**config.mk**
```make
export PLATFORM = sky130hd
export DESIGN_NAME = decode_stage
export DESIGN_NICKNAME = d
export VERILOG_FILES = /design/src/rtl/decode_stage.sv
export SDC_FILE = /design/constraint.sdc
export NUM_CORES = 1
export LEC_CHECK = 0
export CORE_UTILIZATION = 35
export DETAILED_ROUTE_END_ITERATION = 10
export PLACE_DENSITY = 0.66
export SLEW_MARGIN = 20
export SYNTH_ARGS = -nofsm -noshare
export SYNTH_HDL_FRONTEND = slang
export SYNTH_SLANG_ARGS = --single-unit
export TNS_END_PERCENT = 5
```
**constraint.sdc**
```tcl
create_clock -name clk -period 2 [get_ports clk]
set_input_delay 0.2 -clock clk [delete_from_list [all_inputs] [get_ports clk]]
set_output_delay 0.2 -clock clk [all_outputs]
set_load 0.01 [all_outputs]
```
**src/rtl/decode_stage.sv**
```systemverilog
// Instruction-decode stage: IF/ID register, field split, JMP/BRZ resolution
// feeding prog_counter, HALT detection and a saturating decoded-instruction count.
module decode_stage #(
    parameter int width     = 9,
    parameter int cnt_width = 16
) (
    input  logic                 clk,
    input  logic                 rst_n,
    input  logic                 start,
    input  logic                 zero_flag,
    input  logic [width-1:0]     pc_in,
    input  logic [width-1:0]     instr_in,
    output logic                 id_valid,
    output logic [width-1:0]     id_pc,
    output logic [width-1:0]     id_instr,
    output logic [2:0]           opcode,
    output logic [2:0]           rd,
    output logic [2:0]           rs,
    output logic                 branch,
    output logic                 taken,
    output logic [width-1:0]     target,
    output logic                 done,
    output logic [cnt_width-1:0] instr_count
);

    typedef enum logic [1:0] {
        IDLE = 2'd0,
        RUN  = 2'd1,
        HALT = 2'd2
    } state_t;

    localparam logic [2:0] OP_JMP = 3'b110;
    localparam logic [2:0] OP_BRZ = 3'b111;

    state_t               state_reg;
    logic                 id_valid_reg;
    logic [width-1:0]     id_pc_reg;
    logic [width-1:0]     id_instr_reg;
    logic                 done_reg;
    logic [cnt_width-1:0] instr_count_reg;

    logic                 resolve;
    logic [width-1:0]     brz_offset;

    always_ff @(posedge clk or negedge rst_n) begin
        if (!rst_n) begin
            state_reg       <= IDLE;
            id_valid_reg    <= 1'b0;
            id_pc_reg       <= '0;
            id_instr_reg    <= '0;
            done_reg        <= 1'b0;
            instr_count_reg <= '0;
        end else if (start) begin
            // start wins over everything, including a taken branch in ID
            state_reg       <= RUN;
            id_valid_reg    <= 1'b0;
            done_reg        <= 1'b0;
            instr_count_reg <= '0;
        end else begin
            case (state_reg)
                RUN: begin
                    if (id_valid_reg && (instr_count_reg != {cnt_width{1'b1}}))
                        instr_count_reg <= instr_count_reg + cnt_width'(1);
                    if (taken) begin
                        id_valid_reg <= 1'b0;
                    end else if (id_valid_reg && (id_instr_reg == '0)) begin
                        state_reg    <= HALT;
                        id_valid_reg <= 1'b0;
                        done_reg     <= 1'b1;
                    end else begin
                        id_pc_reg    <= pc_in;
                        id_instr_reg <= instr_in;
                        id_valid_reg <= 1'b1;
                    end
                end
                default: begin
                    // IDLE and HALT only leave on start
                    state_reg <= state_reg;
                end
            endcase
        end
    end

    assign id_valid    = id_valid_reg;
    assign id_pc       = id_pc_reg;
    assign id_instr    = id_instr_reg;
    assign done        = done_reg;
    assign instr_count = instr_count_reg;

    assign opcode = id_instr_reg[8:6];
    assign rd     = id_instr_reg[5:3];
    assign rs     = id_instr_reg[2:0];

    assign resolve    = id_valid_reg && (state_reg == RUN);
    assign brz_offset = {{(width-6){id_instr_reg[5]}}, id_instr_reg[5:0]};

    always_comb begin
        branch = 1'b0;
        taken  = 1'b0;
        target = '0;
        case (opcode)
            OP_JMP: begin
                branch = resolve;
                taken  = resolve;
                target = width'({id_instr_reg[5:0], 3'b000});
            end
            OP_BRZ: begin
                branch = resolve;
                taken  = resolve & zero_flag;
                target = id_pc_reg + brz_offset;
            end
            default: begin
                branch = 1'b0;
                taken  = 1'b0;
                target = '0;
            end
        endcase
    end

endmodule
```
==> results of run 1 <==
==> timing repair <==
item / in CTS / in global routing
hold endpoints to repair: 15 / 0
setup buffers: 6 / 0
setup endpoints to repair: 30 / 30
hold buffers: 1 / 0
pin swaps: 12 / 4
resized for setup: 60 / 10
==> power by group <==
group          internal (mW)  leakage [nW]  switching [mW]
logic                  0.724          1.10           0.533
clock network          0.312        0.0542           0.293
registers              0.812         0.465          0.0648
==> cells by family (layout without fill, tap and decap cells) <==
family / count (synthesis) / count (layout)
AO/OA/AOI/OAI: 56 / 56
AND/OR/NAND/NOR: 96 / 96
flip-flops: 37 / 37
adder cells (fa/ha/maj): 10 / 10
buffers and inverters: 25 / 148
multiplexers: 21 / 21
==> per-stage QoR <==
step / hold WS (ns) / setup slack [ns] / cells / util, % / cell area, um^2
final: 0.358 / -0.227 / 445 / 58.9 / 3820
after global placement: 0.131 / -0.353 / 430 / 54.3 / 3530
after CTS: 0.345 / -0.222 / 445 / 58.3 / 3780
after detailed placement: 0.141 / -0.382 / 430 / 54.3 / 3530
after global routing: 0.383 / -0.398 / 445 / 58.9 / 3820
after floorplan: -0.0956 / -0.0590 / 245 / - / 2410
==> final cells by class <==
| class | instances | area, um^2 |
|---|---|---|
| clock buffer | 7 | 96.3 |
| clock inverter | 1 | 5.00 |
| fill | 580 | 2670 |
| inverter | 8 | 30.0 |
| multi-input combinational | 183 | 1480 |
| sequential | 37 | 928 |
| tap | 77 | 96.3 |
| timing repair buffer | 132 | 1190 |
==> cell usage in the layout, fill, tap and decap left out, types with 4 or more instances in the layout <==
| cell | n |
|---|---|
| nand3_1 | 9 |
| and3_1 | 4 |
| ha_4 | 4 |
| nand3b_1 | 5 |
| dfrtp_1 | 35 |
| or4_1 | 5 |
| nand2_1 | 14 |
| inv_1 | 7 |
| nor3_1 | 6 |
| o41ai_1 | 4 |
| o21ai_0 | 4 |
| clkdlybuf4s50_1 | 67 |
| a21oi_1 | 12 |
| clkbuf_8 | 7 |
| mux2_4 | 9 |
| nor4_1 | 5 |
| buf_2 | 6 |
| nor2_1 | 10 |
| o21a_1 | 7 |
| nor2b_1 | 6 |
| buf_6 | 10 |
| buf_4 | 46 |
| mux2_2 | 11 |
| nand4_1 | 7 |
| o31ai_1 | 4 |
==> layer usage <==
layer,vias to the layer above,GRT usage [%],share of wire [%]
li1,1164,-,-
met1,1140,24.8,44
met2,70,34.6,50
met3,6,4.67,5.3
met4,0,4.93,0.83
met5,-,0,0
==> path summary, 6_finish.rpt <==
| check | from | to | cells after the start |
|---|---|---|---|
| setup / recovery | id_instr[0] | target[8] | 9 |
| hold / removal | rst_n | instr_count[13] | 2 |
| setup reg to reg | id_instr[4] | id_instr[6] | 6 |
| hold reg to reg | instr_count[7] | instr_count[7] | 1 |
| max in group asynchronous | rst_n | id_instr[6] | 3 |
| min in group clk | instr_in[0] | id_instr[0] | 2 |
==> flow_metrics.py, run 1 <==
metrics = {
    "logic_synthesis": {
        "synthCells": 245,
        "yosys-top-cells-count": "37 x dfrtp_1, 15 x a21oi_1, 14 x nand2_1",
        "seq_area_frac_synth_pct": 38.5,
        "syn_nets": 277,
        "synth_top_family_by_area": "simple AND/OR/NAND/NOR gates",
        "avgSynthCellArea_um2": 9.83,
        "synth_xor_area_share_pct": 0,
        "synth.most_common_cell": "dfrtp_1",
        "synth_cell_type_count": 45,
        "yosys_warnings": 0,
        "ys_top_cells_by_area": "dfrtp_1 38%, mux2_4 5.6%, mux2_2 5.1%",
        "synth_largest_area_cell": "dfrtp_1",
        "synth-edff-count": 0,
        "ys_ff_latch": 37,
        "synth_fa_ha_area_share_pct": 5.51,
        "synthSimpleGateAreaFrac_pct": 22.9,
        "synth_compound_area_share_pct": 16.1,
        "yosys.area.top_type_share_pct": 38.5,
        "synth.area.mux_share_pct": 11.2,
        "synth_flop_cell": "dfrtp_1",
        "synthArstFlopShare_pct": 100,
        "synth.cell_area_mm2": 0.00241,
    },
    "setup_path": {
        "cp_cell_sequence": "ha_2 -> inv_2 -> fa_2 -> nor2b_2 -> o31ai_2 -> buf_4 -> a22o_1 -> nand4_1 -> buf_2",
        "critPathKind": "reg -> out",
        "arrival_ns": 2.03,
        "cp_slowest_cell": "dfrtp_1",
        "cpPeakStageDelay_ns": 0.36,
        "critical_path.max_fanout": 3,
        "cp-end-kind": "output pin",
        "reg2reg_slack_ns": 0.01,
        "required_ns": 1.80,
        "cp-start-kind": "flip-flop",
        "cp.buffers_inverters": 3,
        "path_delay_family": "adder cells",
    },
    "cts": {
        "cts_root_buffer": "clkbuf_8",
        "cts_buffer_depth": 2,
        "insertion_delay_ns": 0.30,
        "cts_tree": "built",
        "htreeDepth": 2,
        "path_clk_slew_ns": 0.08,
        "cts_made_buffers": 5,
        "clock-sinks": 37,
    },
    "final_layout": {
        "largest_reg_flops": 16,
        "nets": 399,
        "drive_gt1_share_pct": 32.9,
        "syn_to_final_growth_pct": 58.8,
        "diodes": 0,
    },
    "timing": {
        "final-setup-viol-count": 7,
        "slew_viol_final": 0,
        "hold_viol": 0,
        "setup_ws_ns": -0.227,
        "clock_skew_ns": 0.00518,
        "slew_headroom_pct": 67.5,
        "fin_crit_sh_pct": 111,
        "tns_ns": -1.14,
        "worstMarginPinSlew_ns": 0.483,
        "min_period_ns": 2.23,
        "fmax_mhz": 449,
        "rsz0062_at_grt": "yes",
    },
    "route": {
        "drc": 7,
        "wl_um": 6900,
        "first_iter_violations": 75,
        "antenna_left": 0,
        "dr.pass1.iters": 8,
        "vias_per_cell": 5.35,
        "num_vias": 2380,
        "wl_per_cell_um": 15.5,
    },
    "status": {
        "status": "finished with violations",
        "failed_checks": "design-rule violations, negative setup slack",
    },
    "power": {
        "ir_drop_mv": 0.306,
        "leakage_nw": 1.61,
        "power_mw": 2.74,
        "powerDensity_mw_per_mm2": 716,
    },
    "die": {
        "core-area_mm2": 0.00649,
        "row_count": 29,
        "start_util_pct": 37.1,
        "dieArea_mm2": 0.00721,
        "die_h_um": 84.9,
        "io_pins": 78,
        "die_w_um": 84.9,
    },
    "grt": {
        "grt_pass1_vias": 2326,
        "track_usage_pct": 19.8,
        "antenna_found_initial": 0,
        "overflow": 0,
        "grt_pass1_wl_um": 11400,
        "grt_start_max_net_pins": 23,
    },
    "place": {
        "dp.final_hpwl_um": 5080,
        "gp_congestion": 0.863,
        "io_buffer_count": 77,
    },
    "flow_run": {
        "maxCapViolations": 0,
    },
    "worst_hold_path": {
        "hold_class": "in -> async",
    },
}
Note: power is estimated with default switching activity, not from simulation.
==> run 2: changes to the inputs <==
--- a/config.mk
+++ b/config.mk
@@ -8,6 +8,7 @@
 export CORE_UTILIZATION = 35
 export DETAILED_ROUTE_END_ITERATION = 10
 export PLACE_DENSITY = 0.66
+export SETUP_SLACK_MARGIN = 0.02
 export SLEW_MARGIN = 20
 export SYNTH_ARGS = -nofsm -noshare
 export SYNTH_HDL_FRONTEND = slang
==> run 2 against run 1 <==
Against the previous run: the run still ends with design-rule violations, negative setup slack left; power rose by 0.18%; design area fell by 2.3%; sequential power barely moved; combinational power fell by 6%; setup slack got worse by 0.036 ns; count of clock-buffer cells in the layout did not move; critical path type unchanged; largest cell class unchanged; largest power group unchanged.
==> flow_metrics.py, run 2 (synthesized netlist as in run 1, its figures left out) <==
metrics = {
    "setup_path": {
        "cp-end-kind": "output pin",
        "arrival_ns": 2.06,
        "required_ns": 1.80,
        "cp_slowest_cell": "dfrtp_1",
        "cp_cell_sequence": "ha_2 -> inv_2 -> fa_2 -> nor2b_4 -> o31ai_2 -> buf_4 -> a22o_1 -> nand4_1 -> buf_2",
        "critPathKind": "reg -> out",
        "cp-start-kind": "flip-flop",
        "crit_start": "id_instr[0]",
        "rr_startpoint": "id_instr[5]",
        "critical_path.max_fanout": 3,
        "cpPeakStageDelay_ns": 0.37,
    },
    "route": {
        "wl_per_cell_um": 15.3,
        "num_vias": 2363,
        "antenna_left": 0,
        "drc": 7,
        "first_iter_violations": 146,
        "top_layer": "met4",
        "wl_met2_um": 3420,
        "route.met3.wl_um": 352,
        "wl_um": 6710,
        "wl_met1_um": 2920,
        "dr.pass1.iters": 8,
        "vias_per_cell": 5.39,
    },
    "place": {
        "place_area_mm2": 0.00352,
        "gp_congestion": 0.882,
        "dp_slack_ns": -0.424,
        "dp.final_hpwl_um": 4970,
        "io_buffer_count": 77,
    },
    "final_layout": {
        "largest_reg_flops": 16,
        "diodes": 0,
        "utilization_pct": 57.5,
        "syn_to_final_growth_pct": 55.1,
        "drive_gt1_share_pct": 30.2,
        "final_common_cell": "clkdlybuf4s50_1",
        "nets": 392,
        "layout_common_cells": "66 x clkdlybuf4s50_1, 44 x buf_4, 35 x dfrtp_1",
        "final_area_mm2": 0.00373,
        "nFillCells": 549,
    },
    "cts": {
        "cts_tree": "built",
        "path_clk_slew_ns": 0.08,
        "cts_root_buffer": "clkbuf_8",
        "insertion_delay_ns": 0.29,
        "clock-sinks": 37,
        "cts_buffer_depth": 2,
        "ctsHoldBuffers": 0,
        "cts_made_buffers": 5,
        "htreeDepth": 2,
    },
    "timing": {
        "min_period_ns": 2.26,
        "slew_viol_final": 0,
        "whs_ns": 0.0140,
        "worstMarginPinSlew_ns": 0.859,
        "hold_viol": 0,
        "fmax_mhz": 442,
        "clock_skew_ns": 0.0113,
        "slew_headroom_pct": 42.7,
        "rsz0062_at_grt": "yes",
        "setup_ws_ns": -0.263,
        "fin_crit_sh_pct": 113,
        "final-setup-viol-count": 24,
    },
    "die": {
        "die_w_um": 84.9,
        "start_util_pct": 37.1,
        "die_h_um": 84.9,
        "io_pins": 78,
        "dieArea_mm2": 0.00721,
        "core-area_mm2": 0.00649,
        "row_count": 29,
    },
    "power": {
        "powerDensity_mw_per_mm2": 734,
        "leakage_nw": 1.59,
        "power_mw": 2.74,
        "ir_drop_mv": 0.456,
    },
    "worst_hold_path": {
        "hold_class": "in -> async",
    },
    "status": {
        "failed_checks": "design-rule violations, negative setup slack",
        "status": "finished with violations",
    },
    "grt": {
        "grt_start_max_net_pins": 38,
        "grt_pass1_vias": 2338,
        "antenna_found_initial": 0,
        "track_usage_pct": 19.5,
        "overflow": 0,
        "grt_pass1_wl_um": 11200,
    },
    "flow_run": {
        "maxCapViolations": 0,
    },
}
-- run 2: metrics by stage --
| step | instances | TNS, ns |
|---|---|---|
| detailed placement | 425 | -3.50 |
| global placement | 425 | -3.13 |
| finish | 438 | -2.95 |
| CTS | 438 | -3.78 |
| floorplan | 245 | -0.488 |
| global route | 438 | -4.91 |
-- run 2: cell type report --
type	instances	area, um^2	area share, %
sequential	37	928	24.9
inverter	8	30.0	0.804
clock buffer	7	86.3	2.31
multi-input combinational	183	1430	38.4
clock inverter	1	30.0	0.804
timing repair buffer	125	1130	30.3
tap	77	96.3	2.58
-- run 2: routing by layer --
layer  global-route usage, %  vias to the layer above
li1                        -                     1151
met1                    25.3                     1138
met2                    33.9                       72
met3                    4.18                        2
met4                    3.54                        0
met5                       0                        -
-- run 2: worst max-delay path, delay by kind of cell, from the launching register on --
kind,cells,cell delay [ns]
compound gates,2,0.29
fa+ha+maj,2,0.58
buf+inv,3,0.33
flops,1,0.37
simple gates,2,0.22
-- run 2: power by group --
part	leakage, nW	total, mW	switching [mW]	internal (mW)
logic	1.06	1.19	0.513	0.680
registers	0.465	0.874	0.0614	0.813
clock network	0.0585	0.676	0.269	0.407
total	1.59	2.74	0.843	1.90
-- run 2: repair_timing --
item,4_1_cts,5_1_grt
pin swaps,5,4
gates resized for setup,42,11
endpoints found under the hold margin,0,0
setup buffers,5,0
setup endpoints to repair,28,31
-- run 2: final timing paths --
kind,end,slack [ns],cells after the start
setup / recovery,target[8],-0.26,9
hold / removal,instr_count[14],0.01,1
setup reg to reg,id_instr[5],-0.12,6
hold reg to reg,instr_count[7],0.56,1
max in group asynchronous,id_instr[5],1.38,1
min in group clk,id_pc[3],0.52,2
